==> src/rtl/dsp_seq_pkg.sv <==
// Shared types and constants for the DSP48A1 MAC sequencer.
package dsp_seq_pkg;

  typedef enum logic [1:0] {
    IDLE,
    RUN,
    DRAIN,
    DONE
  } state_t;

  // One issue-pipeline stage: occupancy plus "first sample of the job".
  typedef struct packed {
    logic valid;
    logic first;
  } stage_t;

  // X=M, Z=0: load the product, discarding whatever P held from a prior job.
  localparam logic [7:0] OPM_MAC_FIRST = 8'h01;
  // X=M, Z=P: accumulate onto the running sum.
  localparam logic [7:0] OPM_MAC_ACC   = 8'h09;

  // Accept -> M register -> P register -> P visible.
  localparam int unsigned DSP_LAT = 3;
  localparam int unsigned P_W     = 48;

endpackage

==> src/rtl/dsp_mac_sequencer.sv <==
// Sequences a DSP48A1 slice (A1/B1/M/P/OPMODE registered) as a
// length-N multiply-accumulate engine fed by a valid/ready stream.
module dsp_mac_sequencer
  import dsp_seq_pkg::*;
#(
  parameter int unsigned LEN_W  = 10,
  parameter int unsigned DATA_W = 18
) (
  input  logic              clk,
  input  logic              rst,
  input  logic              start,
  input  logic [LEN_W-1:0]  len,
  output logic              busy,
  input  logic              in_valid,
  output logic              in_ready,
  input  logic [DATA_W-1:0] in_a,
  input  logic [DATA_W-1:0] in_b,
  output logic              res_valid,
  input  logic              res_ready,
  output logic [P_W-1:0]    res_data,
  output logic [DATA_W-1:0] dsp_a,
  output logic [DATA_W-1:0] dsp_b,
  output logic [7:0]        dsp_opmode,
  output logic              dsp_cea,
  output logic              dsp_ceb,
  output logic              dsp_cem,
  output logic              dsp_cep,
  output logic              dsp_ceopmode,
  output logic              dsp_rst,
  input  logic [P_W-1:0]    dsp_p
);

  state_t           state;
  logic [LEN_W-1:0] remaining;
  logic             first_pend;
  stage_t           pipe [1:DSP_LAT];
  logic             accept;

  // Handshake and slice controls, all decoded from registered state.
  always_comb begin
    accept       = (state == RUN) && in_valid;
    busy         = (state != IDLE);
    in_ready     = (state == RUN);
    res_valid    = (state == DONE);
    dsp_rst      = rst;
    // Operands go straight to the A1/B1 registers in the accept cycle.
    dsp_a        = accept ? in_a : '0;
    dsp_b        = accept ? in_b : '0;
    dsp_cea      = accept;
    dsp_ceb      = accept;
    dsp_cem      = pipe[1].valid;
    dsp_ceopmode = pipe[1].valid;
    dsp_opmode   = (pipe[1].valid && pipe[1].first) ? OPM_MAC_FIRST : OPM_MAC_ACC;
    dsp_cep      = pipe[2].valid;
  end

  // Job FSM, remaining-count and issue pipeline tracking the slice registers.
  always_ff @(posedge clk) begin
    if (rst) begin
      state      <= IDLE;
      remaining  <= '0;
      first_pend <= 1'b0;
      res_data   <= '0;
      for (int unsigned i = 1; i <= DSP_LAT; i++) begin
        pipe[i] <= '0;
      end
    end else begin
      pipe[1] <= '{valid: accept, first: first_pend};
      for (int unsigned i = 2; i <= DSP_LAT; i++) begin
        pipe[i] <= pipe[i-1];
      end

      case (state)
        IDLE: begin
          if (start) begin
            if (len != '0) begin
              state      <= RUN;
              remaining  <= len;
              first_pend <= 1'b1;
            end else begin
              state    <= DONE;
              res_data <= '0;
            end
          end
        end
        RUN: begin
          if (accept) begin
            remaining  <= remaining - LEN_W'(1);
            first_pend <= 1'b0;
            if (remaining == LEN_W'(1)) begin
              state <= DRAIN;
            end
          end
        end
        DRAIN: begin
          // No accepts happen here, so the last sample is the one in the
          // final stage once the earlier stages have emptied.
          if (pipe[DSP_LAT].valid && !pipe[1].valid && !pipe[2].valid) begin
            res_data <= dsp_p;
            state    <= DONE;
          end
        end
        DONE: begin
          if (res_ready) begin
            state <= IDLE;
          end
        end
        default: state <= IDLE;
      endcase
    end
  end

endmodule
==> config.mk <==
export PLATFORM = sky130hd
export DESIGN_NAME = dsp_mac_sequencer
export DESIGN_NICKNAME = d
export VERILOG_FILES = /design/src/rtl/dsp_seq_pkg.sv /design/src/rtl/dsp_mac_sequencer.sv
export SDC_FILE = /design/constraint.sdc
export NUM_CORES = 1
export LEC_CHECK = 0
export ABC_CLOCK_PERIOD_IN_PS = 1760
export BUFFER_PORTS_ARGS = -buffer_cell sky130_fd_sc_hd__buf_2
export CELL_PAD_IN_SITES_DETAIL_PLACEMENT = 1
export CELL_PAD_IN_SITES_GLOBAL_PLACEMENT = 2
export CORE_MARGIN = 3
export CORE_UTILIZATION = 20
export DETAILED_ROUTE_END_ITERATION = 8
export GPL_TIMING_DRIVEN = 0
export PLACE_DENSITY = 0.87
export SYNTH_ARGS = -nofsm -noshare
export SYNTH_HDL_FRONTEND = slang
export SYNTH_SLANG_ARGS = --single-unit
==> constraint.sdc <==
create_clock -name clk -period 1.76 [get_ports clk]
set_input_delay 0.44 -clock clk [delete_from_list [all_inputs] [get_ports clk]]
set_output_delay 0.44 -clock clk [all_outputs]
set_load 0.01 [all_outputs]
==> run metrics, run 1 <==
Final Hold Viols=0; peak supply drop=0.546 mV; layout cells sized above 1=56.6%; Finished Core Util=38.3%; register-to-register setup slack=-110 ps; clk_skew=9.77 ps; maxcap violations=0; CTS tree=yes; Post-synth EDFFs=0; clk_lat worst skew=330 ps; most frequent cells in the layout=158 x buf_2, 63 x dfxtp_1, 57 x a21oi_1; Die Y=135 um; Critical Path Start=state[1]$_SDFFE_PP0P_; die width=135 um; drt wl/cell=17.2 um; Final Setup Violations=52; Post-Syn Instances=411; register area share after synthesis=39.3%; Fill cells=1892; Worst setup EP type=output pin; clock sink total=65; largest net degree at the start of global routing=12; final cell count without fillers=877; pwr/cell area=1530 nW/um2; r2r worst-path depth=8; final WL=15.1 mm; Post-synth top flop=dfxtp_1; number of distinct library cells after synthesis=46; Synth Warn #=0; Worst R2R Start=state[0]$_SDFFE_PP0P_; startpoint type of the worst setup path=flip-flop; DRC Markers=0; Hold-fix buffers, CTS=0; period utilisation layout=110%; CTS clock-pin slew for the worst setup and hold paths=60 ps; Crit-path slowest cell=dfxtp_4; FF/Latch Area=1310 um2; drt first pass iters=4; RSZ-0062 raised after global routing=yes; antenna cells=0; failing checks=negative setup slack; area delta synth->final=86.0%; status=finished, violations left; initial antenna violation count=1; die area=18100 um2; Final nets=763; Syn Area/Cell=8.05 um2; Row Count=46; Worst Setup EP=dsp_b[15]; Worst Tran Pin Value=856 ps; placed cell count=823; CORE AREA=16100 um2; Max clock buf depth=2; Final min period=1930 ps; fmax=518 MHz; Crit path required time=1320 ps; asr flop ratio synth=0%; number of global-route vias before repair=4313; post-DP HPWL=10.5 mm; I/O pin total=200; multi-input combinational cell area=2250 um2; Iteration-0 DRC Markers=161; max-slew violations=0; Setup WS pre-CTS=-754 ps; most common cell after layout, fill and taps aside=buf_2; Final Wtd Congestion=0.843; DR vias/cell=4.80; initial core utilization=20.6%; Port Buffers=191; R2R Path End=remaining[0]$_SDFFE_PP0P_; crit path kind=reg2out; CP arrival=1490 ps; H-tree Lvls=3; Crit path top cell by count=clkbuf_16; Root Buffer=clkbuf_16; flops & latches, synth=65; relative slew slack=43.0%; setup ws final=-171 ps; min-delay worst type=in2reg; Routed Antenna Nets=0; CTS Buf Count=9; Max FO, Critical Path=8; Crit path largest cell delay=360 ps; leakage=2.67 nW; Cell Area, Synth=3310 um2; CP cell instances=inv_4 > ha_4 > clkbuf_16 > clkbuf_16 > and3_4 > buf_6; total grt overflow=0; first-pass GRT wire length=21.9 mm; Total GRT Usage=15.0%; via count=4213
-- synth_stat cells (3+ instances only) --
cell | count | area (um2)
and3_1 | 37 | 231
buf_4 | 10 | 75.1
buf_2 | 8 | 40.0
nand3_1 | 53 | 265
and4_1 | 3 | 26.3
nor4_1 | 3 | 18.8
nor2b_1 | 5 | 31.3
ha_1 | 7 | 87.6
o32ai_1 | 6 | 52.6
inv_1 | 9 | 33.8
o31ai_1 | 3 | 22.5
nor3_1 | 3 | 15.0
nor2_1 | 8 | 30.0
dfxtp_1 | 65 | 1300
nand2_1 | 4 | 15.0
clkbuf_1 | 33 | 124
a221oi_1 | 5 | 43.8
a21oi_1 | 60 | 300
nand2b_1 | 8 | 50.1
o21ai_0 | 47 | 235
-- power by group --
group	switching [mW]	internal, mW
clock network	0.661	1.27
registers	0.162	1.63
logic	2.90	2.80
-- how the worst min path moves through the flow --
| stage | startpoint | to | slack (ps) | cells past startpoint |
|---|---|---|---|---|
| 2_1_floorplan | first_pend$_SDFFE_PP0P_ | pipe[0][2]$_SDFF_PP0_ | 440 | 1 |
| 3_3_place_gp | res_data[1]$_SDFFE_PP0P_ | res_data[1]$_SDFFE_PP0P_ | 460 | 2 |
| 3_5_place_dp | first_pend$_SDFFE_PP0P_ | pipe[0][2]$_SDFF_PP0_ | 460 | 1 |
| 4_1_cts | dsp_p[35] | res_data[35]$_SDFFE_PP0P_ | 350 | 3 |
| 5_1_grt | dsp_p[36] | res_data[36]$_SDFFE_PP0P_ | 360 | 3 |
| 6_report | dsp_p[29] | res_data[29]$_SDFFE_PP0P_ | 360 | 3 |
-- cell families (layout without fill, tap and decap cells) --
family | Yosys count | count (layout) | share of synthesized area (%)
buf+inv | 60 | 305 | 8.25
fa+ha+maj | 7 | 7 | 2.65
flops | 65 | 65 | 39.3
other cells | 2 | 7 | 0.227
compound gates | 140 | 140 | 25.5
mux | 3 | 3 | 1.02
simple gates | 134 | 134 | 23.0
-- worst max-delay path: cells and delay by family, from the launching register on --
family / cells / cell delay [ps]
buffers and inverters: 4 / 470
adder cells (fa/ha/maj): 1 / 170
flip-flops: 1 / 360
AND/OR/NAND/NOR: 1 / 140
-- layout make-up --
class / count / share of cell area (%)
Tap cell: 216 / 4.39
Timing Repair Buffer: 232 / 25.0
Buffer: 49 / 6.91
Sequential cell: 65 / 21.3
Clock inverter: 5 / 1.30
Inverter: 9 / 0.691
Clock buffer: 10 / 3.88
Multi-Input combinational cell: 291 / 36.5
-- flip-flops by register name (all words and copies together) (netlist names) --
register and cells:
state 2, pipe 4, remaining 10, first_pend 1, res_data 48
-- per-stage QoR --
step / power (mW) / area, um2 / TNS (ps) / hold WS (ps)
6_report: 9.42 / 6150 / -6240 / 357
3_3_place_gp: 4.80 / 4570 / -38550 / 457
5_1_grt: 9.95 / 6150 / -10170 / 359
4_1_cts: 7.90 / 5490 / -11380 / 348
2_1_floorplan: 3.84 / 3340 / 0 / 439
3_5_place_dp: 4.94 / 4570 / -41770 / 464
-- timing repair --
item                                    4_1_cts  5_1_grt
pin swaps                                     2       26
gates resized for setup                     105      153
buffers inserted                             16       22
endpoints found under the setup margin      100       93
cloned                                        3        0
-- per-layer routing --
| metal | track usage (%) | share of wire [%] | up-vias |
|---|---|---|---|
| li1 | - | - | 1992 |
| met1 | 17.9 | 41 | 2031 |
| met2 | 26.5 | 51 | 174 |
| met3 | 3.76 | 6.6 | 14 |
| met4 | 4.58 | 1.2 | 2 |
| met5 | 0 | 0.046 | - |
No activity file was read; power rests on OpenSTA's default activity.
==> inputs of run 2 (changes only) <==
--- a/config.mk
+++ b/config.mk
@@ -9,10 +9,11 @@
 export BUFFER_PORTS_ARGS = -buffer_cell sky130_fd_sc_hd__buf_2
 export CELL_PAD_IN_SITES_DETAIL_PLACEMENT = 1
 export CELL_PAD_IN_SITES_GLOBAL_PLACEMENT = 2
-export CORE_MARGIN = 3
+export CORE_MARGIN = 10
 export CORE_UTILIZATION = 20
 export DETAILED_ROUTE_END_ITERATION = 8
 export GPL_TIMING_DRIVEN = 0
+export MAX_ROUTING_LAYER = met4
 export PLACE_DENSITY = 0.87
 export SYNTH_ARGS = -nofsm -noshare
 export SYNTH_HDL_FRONTEND = slang
==> run 2 against run 1 <==
Largest cell class unchanged; critical endpoint unchanged; the run still ends with negative setup slack left; total power is 10% lower; combinational power is 12% lower; register-to-register slack better by 50 ps; clock skew is 0.65 ps lower; via count is 1.9% lower; wire length is 9.7% higher; critical path type unchanged.
==> run metrics, run 2 (synthesis gave the netlist of run 1 again) <==
Setup WS pre-CTS=-769 ps; Final Hold Viols=0; relative slew slack=49.7%; Row Count=46; first-pass GRT wire length=25.1 mm; internal power=4.97 mW; Iteration-0 DRC Markers=138; CTS Buf Count=9; drt first pass iters=4; most frequent cells in the layout=155 x buf_2, 62 x dfxtp_1, 58 x a21oi_1; Fill cells=1917; CP arrival=1520 ps; H-tree Lvls=3; peak supply drop=0.547 mV; CORE AREA=16100 um2; startpoint type of the worst setup path=flip-flop; clock sink total=65; Crit path required time=1320 ps; total grt overflow=0; CTS clock-pin slew for the worst setup and hold paths=60 ps; initial antenna violation count=0; Final min period=1960 ps; combinational power share=59.1%; via count=4135; Finished Core Util=36.7%; largest registers=res_data x48, remaining x10, pipe x4; I/O pin total=200; Final Wtd Congestion=0.853; largest net degree at the start of global routing=11; die area=22100 um2; clk_lat worst skew=330 ps; DR vias/cell=4.79; Routed Antenna Nets=0; Total GRT Usage=14.5%; Crit path top cell by count=clkbuf_16; post-route cell area=5890 um2; Final nets=748; Setup TNS Final=-6200 ps; Die Y=149 um; RSZ-0062 raised after global routing=yes; leakage=2.56 nW; DRC Markers=0; antenna cells=0; area delta synth->final=78.0%; Hold-fix buffers, CTS=0; Max FO, Critical Path=8; fmax=511 MHz; maxcap violations=0; number of global-route vias before repair=4617; max-slew violations=0; switch share=41.2%; min-delay worst type=in2reg; final WL=16.6 mm; post-DP HPWL=12.1 mm; Post-DP Area=4570 um2; failing checks=negative setup slack; layout cells sized above 1=54.3%; PnR Total Power=8.46 mW; most flop-heavy register=res_data; sw power=3.48 mW; Final Setup Violations=53; most common cell after layout, fill and taps aside=buf_2; initial core utilization=20.6%; sequential share of power=21.1%; Max clock buf depth=2; drt wl/cell=19.2 um; Crit path largest cell delay=350 ps; pwr/cell area=1440 nW/um2; final cell count without fillers=863; setup ws final=-198 ps; Crit-path slowest cell=dfxtp_4; Clock power frac=19.8%; status=finished, violations left; Worst setup EP type=output pin; placed cell count=823; Root Buffer=clkbuf_16; max reg flops=48; period utilisation layout=111%; WHS=361 ps; Worst Tran Pin Value=755 ps; crit path kind=reg2out; Port Buffers=191; die width=149 um; CTS tree=yes; CP cell instances=inv_4 > ha_4 > clkbuf_16 > clkbuf_16 > and3_4 > buf_6; clk_skew=9.12 ps
==> run 2: cell count changes in the layout (fill, tap and decap cells not counted), moves of 3 or more <==
| cell | delta |
|---|---|
| and3_1 | -4 |
| buf_2 | -3 |
| clkbuf_4 | +11 |
| nand3_2 | -4 |
| buf_4 | -11 |
| buf_6 | -12 |
| and3_4 | +4 |
| o21ai_0 | +28 |
| o21ai_1 | -28 |
| nand3_1 | +4 |
| clkinvlp_4 | -3 |
| clkbuf_8 | +4 |
==> run 2: area by class of cell <==
class | instances | area, um2 | share of cell area (%)
well taps | 216 | 270 | 4.59
clock inverters | 3 | 15.0 | 0.255
plain buffers | 49 | 407 | 6.90
repair buffers | 217 | 1420 | 24.1
flip-flops and latches | 65 | 1310 | 22.2
multi-input cells | 291 | 2170 | 36.9
clock buffers | 13 | 260 | 4.42
inverters | 9 | 36.3 | 0.616
==> run 2: path summary, 6_finish.rpt <==
| check | start | end | slack, ps | depth (start not counted) |
|---|---|---|---|---|
| min reg2reg | res_data[4]$_SDFFE_PP0P_ | res_data[4]$_SDFFE_PP0P_ | 470 | 2 |
| max | state[1]$_SDFFE_PP0P_ | dsp_b[15] | -200 | 6 |
| min | dsp_p[16] | res_data[16]$_SDFFE_PP0P_ | 360 | 3 |
| max reg2reg | state[0]$_SDFFE_PP0P_ | res_data[17]$_SDFFE_PP0P_ | -60 | 7 |
==> run 2: metal layers <==
metal,up-vias,global-route usage (%),wire (um),part of all wire (%)
met3,11,4.28,1170,7.0
met2,167,25.0,8320,50
met5,-,-,0,0
li1,1963,-,-,-
met4,0,4.01,165,1.0
met1,1994,16.0,6920,42
==> run 2: critical path: cells and delay by family (launching register included) <==
kind | cells | cell delay (ps)
fa+ha+maj | 1 | 170
buf+inv | 4 | 480
flops | 1 | 350
simple gates | 1 | 180
==> run 2: repair_timing <==
action / 4_1_cts / 5_1_grt
setup endpoints to repair: 100 / 90
buffers inserted: 16 / 7
gates resized for setup: 138 / 58
cloned: 3 / 0
pin swaps: 1 / 16
==> run 2: power groups by stage <==
stage / combinational [mW] / clock [mW] / sequential, mW
after floorplan: 2.10 / 0 / 1.74
after global placement: 3.08 / 0 / 1.77
final: 5.00 / 1.67 / 1.78
after global routing: 5.40 / 1.80 / 1.80
after CTS: 4.43 / 1.73 / 1.77
after detailed placement: 3.20 / 0 / 1.79
==> inputs of run 3 (changes only) <==
==> config.mk (replaced) <==
export PLATFORM = sky130hd
export DESIGN_NAME = dsp_mac_sequencer
export DESIGN_NICKNAME = d
export VERILOG_FILES = /design/src/rtl/dsp_seq_pkg.sv /design/src/rtl/dsp_mac_sequencer.sv
export SDC_FILE = /design/constraint.sdc
export NUM_CORES = 1
export LEC_CHECK = 0
export ABC_CLOCK_PERIOD_IN_PS = 2000
export BUFFER_PORTS_ARGS = -buffer_cell sky130_fd_sc_hd__buf_2
export CELL_PAD_IN_SITES_DETAIL_PLACEMENT = 1
export CELL_PAD_IN_SITES_GLOBAL_PLACEMENT = 2
export CORE_MARGIN = 10
export CORE_UTILIZATION = 22
export DETAILED_ROUTE_END_ITERATION = 8
export GPL_TIMING_DRIVEN = 0
export PLACE_DENSITY = 0.91
export SYNTH_ARGS = -nofsm -noshare
export SYNTH_HDL_FRONTEND = slang
export SYNTH_SLANG_ARGS = --single-unit
==> constraint.sdc (replaced) <==
create_clock -name clk -period 2 [get_ports clk]
set_input_delay 0.5 -clock clk [delete_from_list [all_inputs] [get_ports clk]]
set_output_delay 0.5 -clock clk [all_outputs]
set_load 0.01 [all_outputs]
==> run 3 against run 2 <==
The run now ends clean; utilization decreased by 0.41 points; die area fell by 7.9%; first-iteration DRC count up 39%; wire length is 6.3% lower; clock power up 5%; clock-buffer cell count shrank 2; register-to-register slack improved by 120 ps.
==> run metrics, run 3 (synthesis gave the netlist of run 1 again) <==
peak supply drop=0.455 mV; Port Buffers=191; Worst Tran Pin Value=624 ps; CTS Buf Count=9; Final Hold Viols=0; DR vias/cell=4.95; status=finished, final reports clean; min-delay worst type=in2reg; CP arrival=1500 ps; final WL=15.5 mm; initial core utilization=22.6%; fmax=500 MHz; layout cells sized above 1=46.3%; Routed Antenna Nets=0; maxcap violations=0; Row Count=44; clock sink total=65; largest net degree at the start of global routing=12; Die Y=143 um; area delta synth->final=60.5%; final cell count without fillers=823; Total GRT Usage=14.5%; post-route cell area=5310 um2; max reg flops=48; drt wl/cell=18.9 um; PnR Total Power=6.84 mW; Final Wtd Congestion=0.917; H-tree Lvls=3; Setup WS pre-CTS=-549 ps; Finished Core Util=36.3%; CORE AREA=14600 um2; placed cell count=791; Fill cells=1788; post-DP HPWL=11.9 mm; initial antenna violation count=1; leakage=2.46 nW; Max FO, Critical Path=6; RSZ-0062 raised after global routing=yes; pwr/cell area=1290 nW/um2; Setup TNS Final=0 ps; most frequent cells in the layout=180 x buf_2, 63 x dfxtp_1, 60 x a21oi_1; setup ws final=1.47 ps; Worst setup EP type=output pin; total grt overflow=0; first-pass GRT wire length=23.6 mm; die width=143 um; number of global-route vias before repair=4457; Hold-fix buffers, CTS=0; period utilisation layout=99.9%; Final Setup Violations=0; Max clock buf depth=2; most common cell after layout, fill and taps aside=buf_2; Post-DP Area=4510 um2; startpoint type of the worst setup path=flip-flop; crit path kind=reg2out; drt first pass iters=4; clk_lat worst skew=330 ps; Final min period=2000 ps; Crit path required time=1500 ps; relative slew slack=58.4%; most flop-heavy register=res_data; largest registers=res_data x48, remaining x10, pipe x4; Root Buffer=clkbuf_16; I/O pin total=200; WHS=416 ps; CTS tree=yes; max-slew violations=0; Iteration-0 DRC Markers=192; via count=4071; CTS clock-pin slew for the worst setup and hold paths=60 ps; clk_skew=4.46 ps; DRC Markers=0; Final nets=738; die area=20300 um2
==> run 3: changes by cell type in the layout (fill, tap and decap cells not counted), moves of 5 or more <==
cell	previous run	this run
clkbuf_1	9	14
buf_4	33	26
and3_4	35	13
clkbuf_4	12	3
o32ai_1	0	6
and3_1	2	24
buf_2	155	180
o32ai_2	6	0
buf_6	40	17
==> run 3: final timing paths <==
path / start / end / slack (ps) / cells past startpoint
worst min-delay path: dsp_p[22] / res_data[22]$_SDFFE_PP0P_ / 420 / 3
worst min register to register: first_pend$_SDFFE_PP0P_ / pipe[0][2]$_SDFF_PP0_ / 470 / 1
worst max-delay path: state[1]$_SDFFE_PP0P_ / dsp_b[16] / 1 / 6
worst max register to register: state[1]$_SDFFE_PP0P_ / state[0]$_SDFFE_PP0P_ / 60 / 8
==> run 3: worst max-delay path, cell delays in order (launching register included) <==
cell,delay (ps)
dfxtp_2,330
inv_2,70
ha_4,190
clkbuf_16,170
clkbuf_16,130
and3_4,170
buf_6,100
==> run 3: cell type report <==
class	count	area (um2)	area share, %
sequential	65	1310	24.6
buffer	49	329	6.20
clock inverter	5	77.6	1.46
clock buffer	11	253	4.76
tap	184	230	4.34
antenna	2	5.00	0.0943
inverter	9	33.8	0.636
timing repair buffer	207	1170	22.1
multi-input combinational	291	1900	35.8
==> run 3: power breakdown <==
part	internal [mW]	switching [mW]	total, mW
Combinational	1.48	2.06	3.54
Clock	1.15	0.593	1.75
Sequential	1.43	0.124	1.56
==> run 3: repair_timing <==
action / in CTS / in global routing
buffers inserted: 8 / 7
setup endpoints to repair: 72 / 85
pin swaps: 1 / 1
hold endpoints to repair: 0 / 0
gates resized for setup: 55 / 43
cloned: 0 / 1
==> run 3: layer usage <==
metal | track usage [%] | share of wire, % | up-vias
met5 | 0 | 0 | -
met4 | 5.75 | 1.9 | 0
met3 | 6.04 | 11 | 18
met2 | 24.9 | 48 | 168
met1 | 15.4 | 39 | 1940
li1 | - | - | 1945
